**src/rtl/clk_div_pkg.sv**
```systemverilog
// Shared constants and helpers for the clock divider bank.
package clk_div_pkg;

  localparam logic MODE_TOGGLE = 1'b0;
  localparam logic MODE_PULSE  = 1'b1;

  localparam int CNT_W_DEF = 26;

  // Select width for n channels, never narrower than one bit.
  function automatic int clog2_min1(input int n);
    return (n <= 2) ? 1 : $clog2(n);
  endfunction

endpackage

```
**src/rtl/clk_divider_bank_if.sv**
```systemverilog
// Run-enable, configuration and output bundle of the divider bank.
interface clk_divider_bank_if #(
  parameter int NUM_CH = 4,
  parameter int CNT_W  = clk_div_pkg::CNT_W_DEF
);
  import clk_div_pkg::*;

  localparam int CH_W = clog2_min1(NUM_CH);

  logic [NUM_CH-1:0] ch_en;
  logic              cfg_we;
  logic [CH_W-1:0]   cfg_ch;
  logic [CNT_W-1:0]  cfg_half;
  logic              cfg_mode;
  logic [NUM_CH-1:0] clk_out;
  logic [NUM_CH-1:0] tick;

  modport master (
    output ch_en, cfg_we, cfg_ch, cfg_half, cfg_mode,
    input  clk_out, tick
  );

  modport slave (
    input  ch_en, cfg_we, cfg_ch, cfg_half, cfg_mode,
    output clk_out, tick
  );

endinterface

```
**src/rtl/clk_div_channel.sv**
```systemverilog
// One divider channel: up-counter with terminal compare, shadowed
// half-period/mode that swap in at the terminal edge while running.
module clk_div_channel
  import clk_div_pkg::*;
#(
  parameter int          CNT_W        = CNT_W_DEF,
  parameter int unsigned DEFAULT_HALF = 49_999_999
) (
  input  logic             clk_in,
  input  logic             reset,
  input  logic             en,
  input  logic             we,
  input  logic [CNT_W-1:0] half,
  input  logic             mode,
  output logic             clk_out,
  output logic             tick
);

  localparam logic [CNT_W-1:0] HALF_RST = CNT_W'(DEFAULT_HALF);

  logic [CNT_W-1:0] cnt;
  logic [CNT_W-1:0] half_act;
  logic [CNT_W-1:0] half_shd;
  logic             mode_act;
  logic             mode_shd;
  logic             pend;
  logic             terminal;
  logic             mode_nxt;

  assign terminal = (cnt == half_act);
  // The mode in force from the terminal edge on decides that edge's output.
  assign mode_nxt = pend ? mode_shd : mode_act;

  always_ff @(posedge clk_in or negedge reset) begin
    if (!reset) begin
      cnt      <= '0;
      clk_out  <= 1'b0;
      tick     <= 1'b0;
      half_act <= HALF_RST;
      half_shd <= HALF_RST;
      mode_act <= MODE_TOGGLE;
      mode_shd <= MODE_TOGGLE;
      pend     <= 1'b0;
    end else if (!en) begin
      cnt     <= '0;
      clk_out <= 1'b0;
      tick    <= 1'b0;
      if (we) begin
        half_shd <= half;
        mode_shd <= mode;
        half_act <= half;
        mode_act <= mode;
        pend     <= 1'b0;
      end
    end else begin
      if (terminal) begin
        cnt     <= '0;
        tick    <= 1'b1;
        clk_out <= (mode_nxt == MODE_PULSE) ? 1'b1 : ~clk_out;
        if (pend) begin
          half_act <= half_shd;
          mode_act <= mode_shd;
          pend     <= 1'b0;
        end
      end else begin
        cnt  <= cnt + CNT_W'(1);
        tick <= 1'b0;
        if (mode_act == MODE_PULSE) clk_out <= 1'b0;
      end
      // A write on the terminal edge re-arms pend for the following terminal.
      if (we) begin
        half_shd <= half;
        mode_shd <= mode;
        pend     <= 1'b1;
      end
    end
  end

endmodule

```
**src/rtl/clk_divider_bank.sv**
```systemverilog
// Bank of independently programmable clock/tick dividers driven from clk_in.
module clk_divider_bank
  import clk_div_pkg::*;
#(
  parameter int          NUM_CH       = 4,
  parameter int          CNT_W        = CNT_W_DEF,
  parameter int unsigned DEFAULT_HALF = 49_999_999
) (
  input  logic              clk_in,
  input  logic              reset,
  clk_divider_bank_if.slave bus
);

  localparam int CH_W = clog2_min1(NUM_CH);

  logic [NUM_CH-1:0] ch_we;
  logic [NUM_CH-1:0] clk_out_v;
  logic [NUM_CH-1:0] tick_v;

  // Out-of-range channel numbers match no decode and are dropped.
  for (genvar i = 0; i < NUM_CH; i++) begin : g_ch
    assign ch_we[i] = bus.cfg_we && (bus.cfg_ch == CH_W'(i));

    clk_div_channel #(
      .CNT_W        (CNT_W),
      .DEFAULT_HALF (DEFAULT_HALF)
    ) u_ch (
      .clk_in  (clk_in),
      .reset   (reset),
      .en      (bus.ch_en[i]),
      .we      (ch_we[i]),
      .half    (bus.cfg_half),
      .mode    (bus.cfg_mode),
      .clk_out (clk_out_v[i]),
      .tick    (tick_v[i])
    );
  end

  assign bus.clk_out = clk_out_v;
  assign bus.tick    = tick_v;

endmodule
```
**src/flat_wrapper.sv**
```systemverilog
// flat-port wrapper written by rule: the top's interface ports become plain ports
module clk_divider_bank_flat import clk_div_pkg::*;
#(
  parameter int          NUM_CH       = 4,
  parameter int          CNT_W        = CNT_W_DEF,
  parameter int unsigned DEFAULT_HALF = 49_999_999
)
  (clk_in, reset, bus_ch_en, bus_cfg_we, bus_cfg_ch, bus_cfg_half, bus_cfg_mode, bus_clk_out, bus_tick);
  clk_divider_bank_if #(.NUM_CH(NUM_CH), .CNT_W(CNT_W)) bus_i ();
  input  logic clk_in;
  input  logic reset;
  input wire logic [$bits(bus_i.ch_en)-1:0] bus_ch_en;
  input wire logic [$bits(bus_i.cfg_we)-1:0] bus_cfg_we;
  input wire logic [$bits(bus_i.cfg_ch)-1:0] bus_cfg_ch;
  input wire logic [$bits(bus_i.cfg_half)-1:0] bus_cfg_half;
  input wire logic [$bits(bus_i.cfg_mode)-1:0] bus_cfg_mode;
  output wire logic [$bits(bus_i.clk_out)-1:0] bus_clk_out;
  output wire logic [$bits(bus_i.tick)-1:0] bus_tick;
  assign bus_i.ch_en = bus_ch_en;
  assign bus_i.cfg_we = bus_cfg_we;
  assign bus_i.cfg_ch = bus_cfg_ch;
  assign bus_i.cfg_half = bus_cfg_half;
  assign bus_i.cfg_mode = bus_cfg_mode;
  assign bus_clk_out = bus_i.clk_out;
  assign bus_tick = bus_i.tick;
  clk_divider_bank #(.NUM_CH(NUM_CH), .CNT_W(CNT_W), .DEFAULT_HALF(DEFAULT_HALF)) u_core (.clk_in(clk_in), .reset(reset), .bus(bus_i));
endmodule
```
**config.mk**
```make
export PLATFORM = sky130hd
export DESIGN_NAME = clk_divider_bank_flat
export DESIGN_NICKNAME = d
export VERILOG_FILES = /design/src/rtl/clk_div_pkg.sv /design/src/rtl/clk_divider_bank_if.sv /design/src/rtl/clk_div_channel.sv /design/src/rtl/clk_divider_bank.sv /design/src/flat_wrapper.sv
export SDC_FILE = /design/constraint.sdc
export NUM_CORES = 1
export LEC_CHECK = 0
export BUFFER_PORTS_ARGS = -buffer_cell sky130_fd_sc_hd__buf_2
export CORE_ASPECT_RATIO = 0.9
export CORE_MARGIN = 2
export CORE_UTILIZATION = 40
export DETAILED_ROUTE_END_ITERATION = 16
export PLACE_DENSITY_LB_ADDON = 0.12
export SYNTH_ARGS = -nofsm -noshare
export SYNTH_HDL_FRONTEND = slang
export SYNTH_HIERARCHICAL = 1
export SYNTH_SLANG_ARGS = --single-unit
```
**constraint.sdc**
```tcl
create_clock -name clk_in -period 2.09 [get_ports clk_in]
set_input_delay 0.418 -clock clk_in [delete_from_list [all_inputs] [get_ports clk_in]]
set_output_delay 0.418 -clock clk_in [all_outputs]
set_load 0.02 [all_outputs]
```
==> out/summary.log, run 1 <==
qor: outcome.status complete, but fails checks
qor: outcome.violations negative setup slack
qor: finish.final_area 19800 um2
qor: synthesis.async_reset_ff_share 100%
qor: worst_setup_path.crit_path_end u_core/g_ch[3].u_ch/half_act[8]
qor: drt.postRouteWirelength 39.2 mm
qor: drt.wl_per_cell 19.6 um
qor: global_route.grt_first_pass_wirelength 62.4 mm
qor: worst_setup_path.worstPathMaxFanout 26
qor: finish.synthToLayoutAreaGrowth 19.7%
qor: synthesis.ys.flop_type dfrtp_1
qor: global_route.grt_max_degree 73
qor: sta.period_needed 2.11 ns
qor: power.total_power 0.0190 W
qor: sta.clock_tree_skew_after_final_layout 0.00983 ns
qor: place.gp_congestion 0.804
qor: power.worst_ir_drop_vdd 0.550 mV
qor: worst_setup_path.cp_cell_sequence xnor2_2 > nand4_1 > nor4_4 > a41oi_4 > buf_12 > mux2_4
qor: finish.drive_gt1_share 49.2%
qor: clock_tree.tritoncts done
qor: drt.route.antenna.remaining_nets 0
qor: sta.post-route-worst-setup-slack -0.0204 ns
qor: worst_setup_path.critical_path.startpoint u_core/g_ch[3].u_ch/half_act[17]
qor: place.port-buffer-count 43
qor: floorplanning.dieArea 43000 um2
qor: floorplanning.ios 44
qor: sta.max-slew-margin-rel 72.4%
qor: worst_setup_path.worst_ep_required_time 2.50 ns
qor: synthesis.syn_nets 1324
qor: clock_tree.cts_made_buffers 38
qor: finish.n_fill_cell 3621
qor: synthesis.synth_edf_count 0
qor: worst_setup_path.cp_data_arrival_time 2.52 ns
qor: worst_hold_path.hp-class in2reg
qor: synthesis.seq_area_frac_synth 51.3%
qor: synthesis.post_synth_inst_count 1284
qor: drt.drt_drc_violations_left 0
qor: sta.share_of_the_cycle_needed_by_the_critical_path_after_routing 101%
qor: clock_tree.htree_num_levels 2
qor: worst_setup_path.critical-path-slowest-cell dfstp_2
qor: synthesis.post_synth_num_cell_types 41
qor: clock_tree.clkSinkCount 332
qor: finish.antennaDiodeCount 0
qor: clock_tree.cts_root_buf clkbuf_16
qor: run.max_cap_violations 0
qor: global_route.number_of_global_route_vias_before_repair 10500
qor: global_route.grt_usage 18.7%
qor: power.static-leakage-power 8.46 nW
qor: floorplanning.floorplan.die.width 218 um
qor: sta.setup_viol 6
qor: global_route.globalRoute.totalOverflow 0
qor: floorplanning.fp-row-count 70
qor: clock_tree.cts.clk_slew.worst_paths 0.06 ns
qor: worst_setup_path.worst_path_largest_cell_delay 0.56 ns
qor: sta.hold_violations 0
qor: drt.detailedRoute.firstIterationViolations 487
qor: drt.via_count_of_the_routed_design 10100
qor: synthesis.yosys_register_bits 332
qor: clock_tree.cts-root-to-sink-buffers 3
qor: worst_setup_path.worst_r2r_endpoint u_core/g_ch[3].u_ch/half_act[8]
qor: worst_setup_path.timing.reg2reg.worst_path_depth 6
qor: power.power_per_cell_area 961 nW/um2
qor: worst_setup_path.critPathCaptureType flip-flop
qor: floorplanning.initial_utilization 40.6%
qor: worst_setup_path.rr_startpoint u_core/g_ch[3].u_ch/half_act[17]
qor: worst_setup_path.critical_path.startpoint_type flip-flop
qor: sta.max_freq 474 MHz
qor: drt.first_pass_iters 6
qor: place.dpl_worst_slack -0.0304 ns
qor: floorplanning.fp.coreArea 40700 um2
qor: worst_setup_path.worst_setup_slack_for_register_to_register_paths -0.02 ns
qor: sta.transition_at_the_pin_with_the_smallest_max_transition_slack 0.415 ns
qor: finish.layout_commonest_cell mux2_2
qor: clock_tree.clk_latency_worst_skew_pair 0.53 ns
qor: synthesis.yosys_warnings 6
qor: synthesis.post_synth.cell_area_avg 12.9 um2
qor: worst_setup_path.setup.worst_path.class reg2reg
qor: sta.slew_limit_fails 0
qor: synthesis.syn_area 16500 um2
qor: finish.most-common-layout-cells 236 x mux2_2, 186 x dfrtp_1, 144 x dfstp_2
qor: sta.fin_tns_setup -0.0845 ns
qor: sta.rsz_0062_raised_after_global_routing yes
qor: place.hpwl_after_detailed_placement 26.2 mm
qor: finish.finalNetCount 1473
qor: global_route.antenna_found_initial 1
qor: floorplanning.fp.dieH 197 um
qor: place.placedInstanceArea 18100 um2
qor: drt.viasPerCell 5.03
cell type report:
cell class	instances	area [um2]	share of cell area [%]
Sequential cell	332	8490	42.9
Tap cell	540	676	3.41
Inverter	18	67.6	0.341
Clock inverter	14	188	0.949
Clock buffer	55	1120	5.64
Timing Repair Buffer	158	1380	6.96
Multi-Input combinational cell	885	7870	39.8
registers in the layout (all words and copies together), names as in the netlist:
signal,count
u_core/g_ch.u_ch/clk_out,4
u_core/g_ch.u_ch/cnt,104
u_core/g_ch.u_ch/half_act,104
u_core/g_ch.u_ch/mode_act,4
u_core/g_ch.u_ch/pend,4
u_core/g_ch.u_ch/mode_shd,4
u_core/g_ch.u_ch/tick,4
u_core/g_ch.u_ch/half_shd,104
where the power goes:
| part | internal, W | switching [W] |
|---|---|---|
| clock | 0.00422 | 0.00277 |
| combinational | 0.00192 | 0.00126 |
| sequential | 0.00801 | 0.000824 |
| total | 0.0142 | 0.00485 |
synthesized netlist by cell type, types with 18 or more instances:
library cell	count	area, um2
nor2_1	121	454
xor2_1	98	858
nand4_1	46	288
mux2_2	236	2660
clkbuf_1	22	82.6
nand3_1	37	185
inv_1	18	67.6
xnor2_1	102	893
dfstp_2	144	3780
nor3_1	21	105
dfrtp_1	188	4700
mux2_4	80	1200
nand2_1	32	120
logic make-up after synthesis:
family                     after synthesis  share of synthesized area [%]
muxes                                  320                           23.6
and+or+nand+nor                        338                           10.6
DFF                                    332                           51.3
adders and majority gates                4                          0.303
buffers and inverters                   67                           1.98
xor gates and xnor gates               200                           10.6
AOI/OAI and AO/OA                       23                           1.60
routing by layer:
metal	wire length [um]	vias up	GRT usage, %
li1	-	4813	-
met1	20300	5083	28.7
met2	17100	127	27.8
met3	1140	55	2.48
met4	716	0	4.41
met5	0	-	0
worst min path at each step:
stage | startpoint | slack, ns | endpoint | cells past startpoint
floorplan | reset | 0.12 | u_core/g_ch[0].u_ch/clk_out | 0
global placement | reset | 0.31 | u_core/g_ch[1].u_ch/mode_act | 1
detailed placement | reset | 0.31 | u_core/g_ch[1].u_ch/mode_act | 1
CTS | bus_ch_en[3] | 0.24 | u_core/g_ch[3].u_ch/pend | 2
global route | bus_ch_en[3] | 0.25 | u_core/g_ch[3].u_ch/pend | 2
finish | bus_ch_en[1] | 0.25 | u_core/g_ch[1].u_ch/pend | 3
what timing repair did:
item,in CTS,in global routing
setup endpoints to repair,33,105
setup buffers,0,11
hold endpoints to repair,10,0
hold buffers,1,0
gates cloned,0,5
pin swaps,2,9
resized for setup,5,25
worst max-delay path, delay by kind of cell, from the launching register on:
kind / cells / cell delay (ns)
and+or+nand+nor: 2 / 0.60
DFF: 1 / 0.56
muxes: 1 / 0.31
buffers and inverters: 1 / 0.21
AOI/OAI and AO/OA: 1 / 0.18
xor gates and xnor gates: 1 / 0.12
metrics by stage:
stage / cells / hold slack (ns) / util (%)
2_1_floorplan: 1284 / 0.122 / -
5_1_grt: 2002 / 0.251 / 48.6
6_report: 2002 / 0.255 / 48.6
3_3_place_gp: 1916 / 0.313 / 44.5
3_5_place_dp: 1916 / 0.315 / 44.5
4_1_cts: 1986 / 0.235 / 47.8
Power figures use the tool's default switching activity.
==> run 2: changes to the inputs <==
--- a/config.mk
+++ b/config.mk
@@ -11,5 +11,4 @@
 export CORE_UTILIZATION = 40
 export DETAILED_ROUTE_END_ITERATION = 16
-export PLACE_DENSITY_LB_ADDON = 0.12
 export SYNTH_ARGS = -nofsm -noshare
 export SYNTH_HDL_FRONTEND = slang
==> constraint.sdc (replaced) <==
create_clock -name clk_in -period 2.09 [get_ports clk_in]
set_input_delay 0.209 -clock clk_in [delete_from_list [all_inputs] [get_ports clk_in]]
set_output_delay 0.209 -clock clk_in [all_outputs]
set_load 0.005 [all_outputs]
==> run 2 against run 1 <==
The flow now finishes without violations; via count fell by 0.46%; core utilization fell by 1.1 points; register-to-register slack improved by 0.05 ns; sequential power fell by 0.5%; die area did not move; clock power fell by 8.9%; total power fell by 4.0%; sequential share of layout area rose by 1.0 points; final area fell by 2.3%; critical path type unchanged; hold slack got worse by 0.22 ns; routed wire length fell by 5.4%; largest cell class unchanged.
==> out/summary.log, run 2 (synthesized netlist as in run 1, its figures left out) <==
qor: outcome.status finished, final reports clean
qor: finish.most-common-layout-cells 236 x mux2_2, 188 x dfrtp_1, 144 x dfstp_2
qor: drt.detailedRoute.firstIterationViolations 497
qor: worst_setup_path.worst_path_largest_cell_delay 0.54 ns
qor: sta.hold-worst-slack 0.0377 ns
qor: worst_setup_path.cp_data_arrival_time 2.48 ns
qor: floorplanning.dieArea 43000 um2
qor: sta.clock_tree_skew_after_final_layout 0.0173 ns
qor: global_route.grt_max_degree 68
qor: finish.drive_gt1_share 47.5%
qor: sta.setup_viol 0
qor: floorplanning.initial_utilization 40.6%
qor: floorplanning.fp.coreArea 40700 um2
qor: sta.fin_tns_setup 0 ns
qor: power.total_power 0.0183 W
qor: finish.finalNetCount 1448
qor: clock_tree.clk_latency_worst_skew_pair 0.53 ns
qor: worst_hold_path.hp-class in2reg
qor: clock_tree.htree_num_levels 2
qor: place.port-buffer-count 43
qor: sta.period_needed 2.06 ns
qor: worst_setup_path.critical_path.top_delay_family simple AND/OR/NAND/NOR gates
qor: sta.slew_limit_fails 0
qor: finish.top_regs u_core/g_ch.u_ch/cnt (104), u_core/g_ch.u_ch/half_act (104), u_core/g_ch.u_ch/half_shd (104)
qor: drt.postRouteWirelength 37.1 mm
qor: place.hpwl_after_detailed_placement 25.0 mm
qor: floorplanning.ios 44
qor: sta.max-slew-margin-rel 70.2%
qor: worst_setup_path.critical_path.startpoint_type flip-flop
qor: drt.drt_drc_violations_left 0
qor: finish.synthToLayoutAreaGrowth 16.9%
qor: finish.n_fill_cell 3609
qor: floorplanning.fp-row-count 70
qor: clock_tree.cts.clk_slew.worst_paths 0.06 ns
qor: place.dpl_worst_slack -0.0203 ns
qor: sta.share_of_the_cycle_needed_by_the_critical_path_after_routing 98.8%
qor: worst_setup_path.critical-path-slowest-cell dfstp_2
qor: drt.viasPerCell 5.08
qor: worst_setup_path.critPathCaptureType flip-flop
qor: power.worst_ir_drop_vdd 0.489 mV
qor: global_route.globalRoute.totalOverflow 0
qor: worst_setup_path.setup.worst_path.class reg2reg
qor: floorplanning.floorplan.die.width 218 um
qor: global_route.grt_first_pass_wirelength 59.9 mm
qor: clock_tree.cts-root-to-sink-buffers 3
qor: sta.post-route-worst-setup-slack 0.0254 ns
qor: worst_setup_path.cp_cell_sequence xor2_1 > nor4_2 > and4_4 > a41oi_4 > buf_12 > mux2_4
qor: clock_tree.tritoncts done
qor: power.static-leakage-power 8.24 nW
qor: drt.first_pass_iters 5
qor: global_route.antenna_found_initial 1
qor: global_route.grt_usage 17.9%
qor: power.power_per_cell_area 945 nW/um2
qor: clock_tree.cts_made_buffers 37
qor: finish.antennaDiodeCount 0
qor: drt.wl_per_cell 18.8 um
qor: clock_tree.cts_root_buf clkbuf_16
qor: sta.hold_violations 0
qor: global_route.number_of_global_route_vias_before_repair 10200
qor: worst_setup_path.worstPathMaxFanout 19
qor: clock_tree.clkSinkCount 332
qor: sta.rsz_0062_raised_after_global_routing yes
qor: sta.transition_at_the_pin_with_the_smallest_max_transition_slack 0.447 ns
qor: finish.layout_commonest_cell mux2_2
qor: floorplanning.fp.dieH 197 um
qor: drt.route.antenna.remaining_nets 0
qor: sta.max_freq 484 MHz
qor: finish.utilization 47.5%
qor: run.max_cap_violations 0
qor: worst_setup_path.critical_path.n_buffers_inverters 1
qor: worst_setup_path.worst_ep_required_time 2.50 ns
qor: drt.via_count_of_the_routed_design 10000
qor: place.gp_congestion 0.813
[run 2: cell count changes in the layout (fill, tap and decap cells not counted), sizes merged]
cell      previous run  this run
bufinv               4         1
clkbuf              59        57
clkinvlp             1         0
buf                153       132
inv                 20        21
[run 2: worst paths after layout]
path | startpoint | endpoint | slack, ns | cells past startpoint
min in group asynchronous | reset | u_core/g_ch[2].u_ch/half_shd[16] | 0.21 | 2
worst max register to register | u_core/g_ch[0].u_ch/half_act[17] | u_core/g_ch[0].u_ch/half_act[9] | 0.03 | 6
worst min register to register | u_core/g_ch[1].u_ch/half_shd[24] | u_core/g_ch[1].u_ch/half_shd[24] | 0.50 | 1
worst max-delay path | u_core/g_ch[0].u_ch/half_act[17] | u_core/g_ch[0].u_ch/half_act[9] | 0.03 | 6
worst min-delay path | bus_ch_en[2] | u_core/g_ch[2].u_ch/pend | 0.04 | 3
max in group asynchronous | reset | u_core/g_ch[3].u_ch/half_shd[25] | 1.11 | 3
[run 2: metal layers]
layer | share of wire (%) | global-route usage, %
met3 | 3.0 | 2.48
met2 | 44 | 26.5
met5 | 0 | 0
met4 | 2.8 | 5.69
met1 | 50 | 26.9
[run 2: layout make-up]
class | count | area (um2) | share of cell area (%)
Multi-Input combinational cell | 885 | 7800 | 40.4
Clock inverter | 11 | 91.3 | 0.473
Inverter | 18 | 67.6 | 0.350
Tap cell | 540 | 676 | 3.50
Clock buffer | 56 | 1100 | 5.68
Timing Repair Buffer | 134 | 1100 | 5.71
Sequential cell | 332 | 8490 | 43.9
[run 2: repair_timing]
item                                    4_1_cts  5_1_grt
cloned                                        0        1
endpoints found under the hold margin        62        0
hold buffers                                  1        0
endpoints found under the setup margin       15       65
pin swaps                                     1        3
buffers inserted                              0        0
resized for setup                             4       13
[run 2: power by group]
part	internal [W]	switching [W]	total [W]
Sequential	0.00801	0.000777	0.00879
Clock	0.00376	0.00261	0.00637
Combinational	0.00187	0.00123	0.00310
Total	0.0136	0.00462	0.0183
[run 2: per-stage QoR]
stage / cell area (um2) / instances
final: 19300 / 1976
after global routing: 19300 / 1976
after CTS: 19200 / 1975
after detailed placement: 18000 / 1907
after global placement: 18000 / 1907
after floorplan: 16500 / 1284
[run 2: worst reg2reg max path: cells and delay by family, from the launching register on]
| family | cells | cell delay, ns |
|---|---|---|
| AO/OA/AOI/OAI | 1 | 0.14 |
| buffers and inverters | 1 | 0.20 |
| flip-flops | 1 | 0.54 |
| AND/OR/NAND/NOR | 2 | 0.68 |
| multiplexers | 1 | 0.31 |
| XOR/XNOR | 1 | 0.08 |
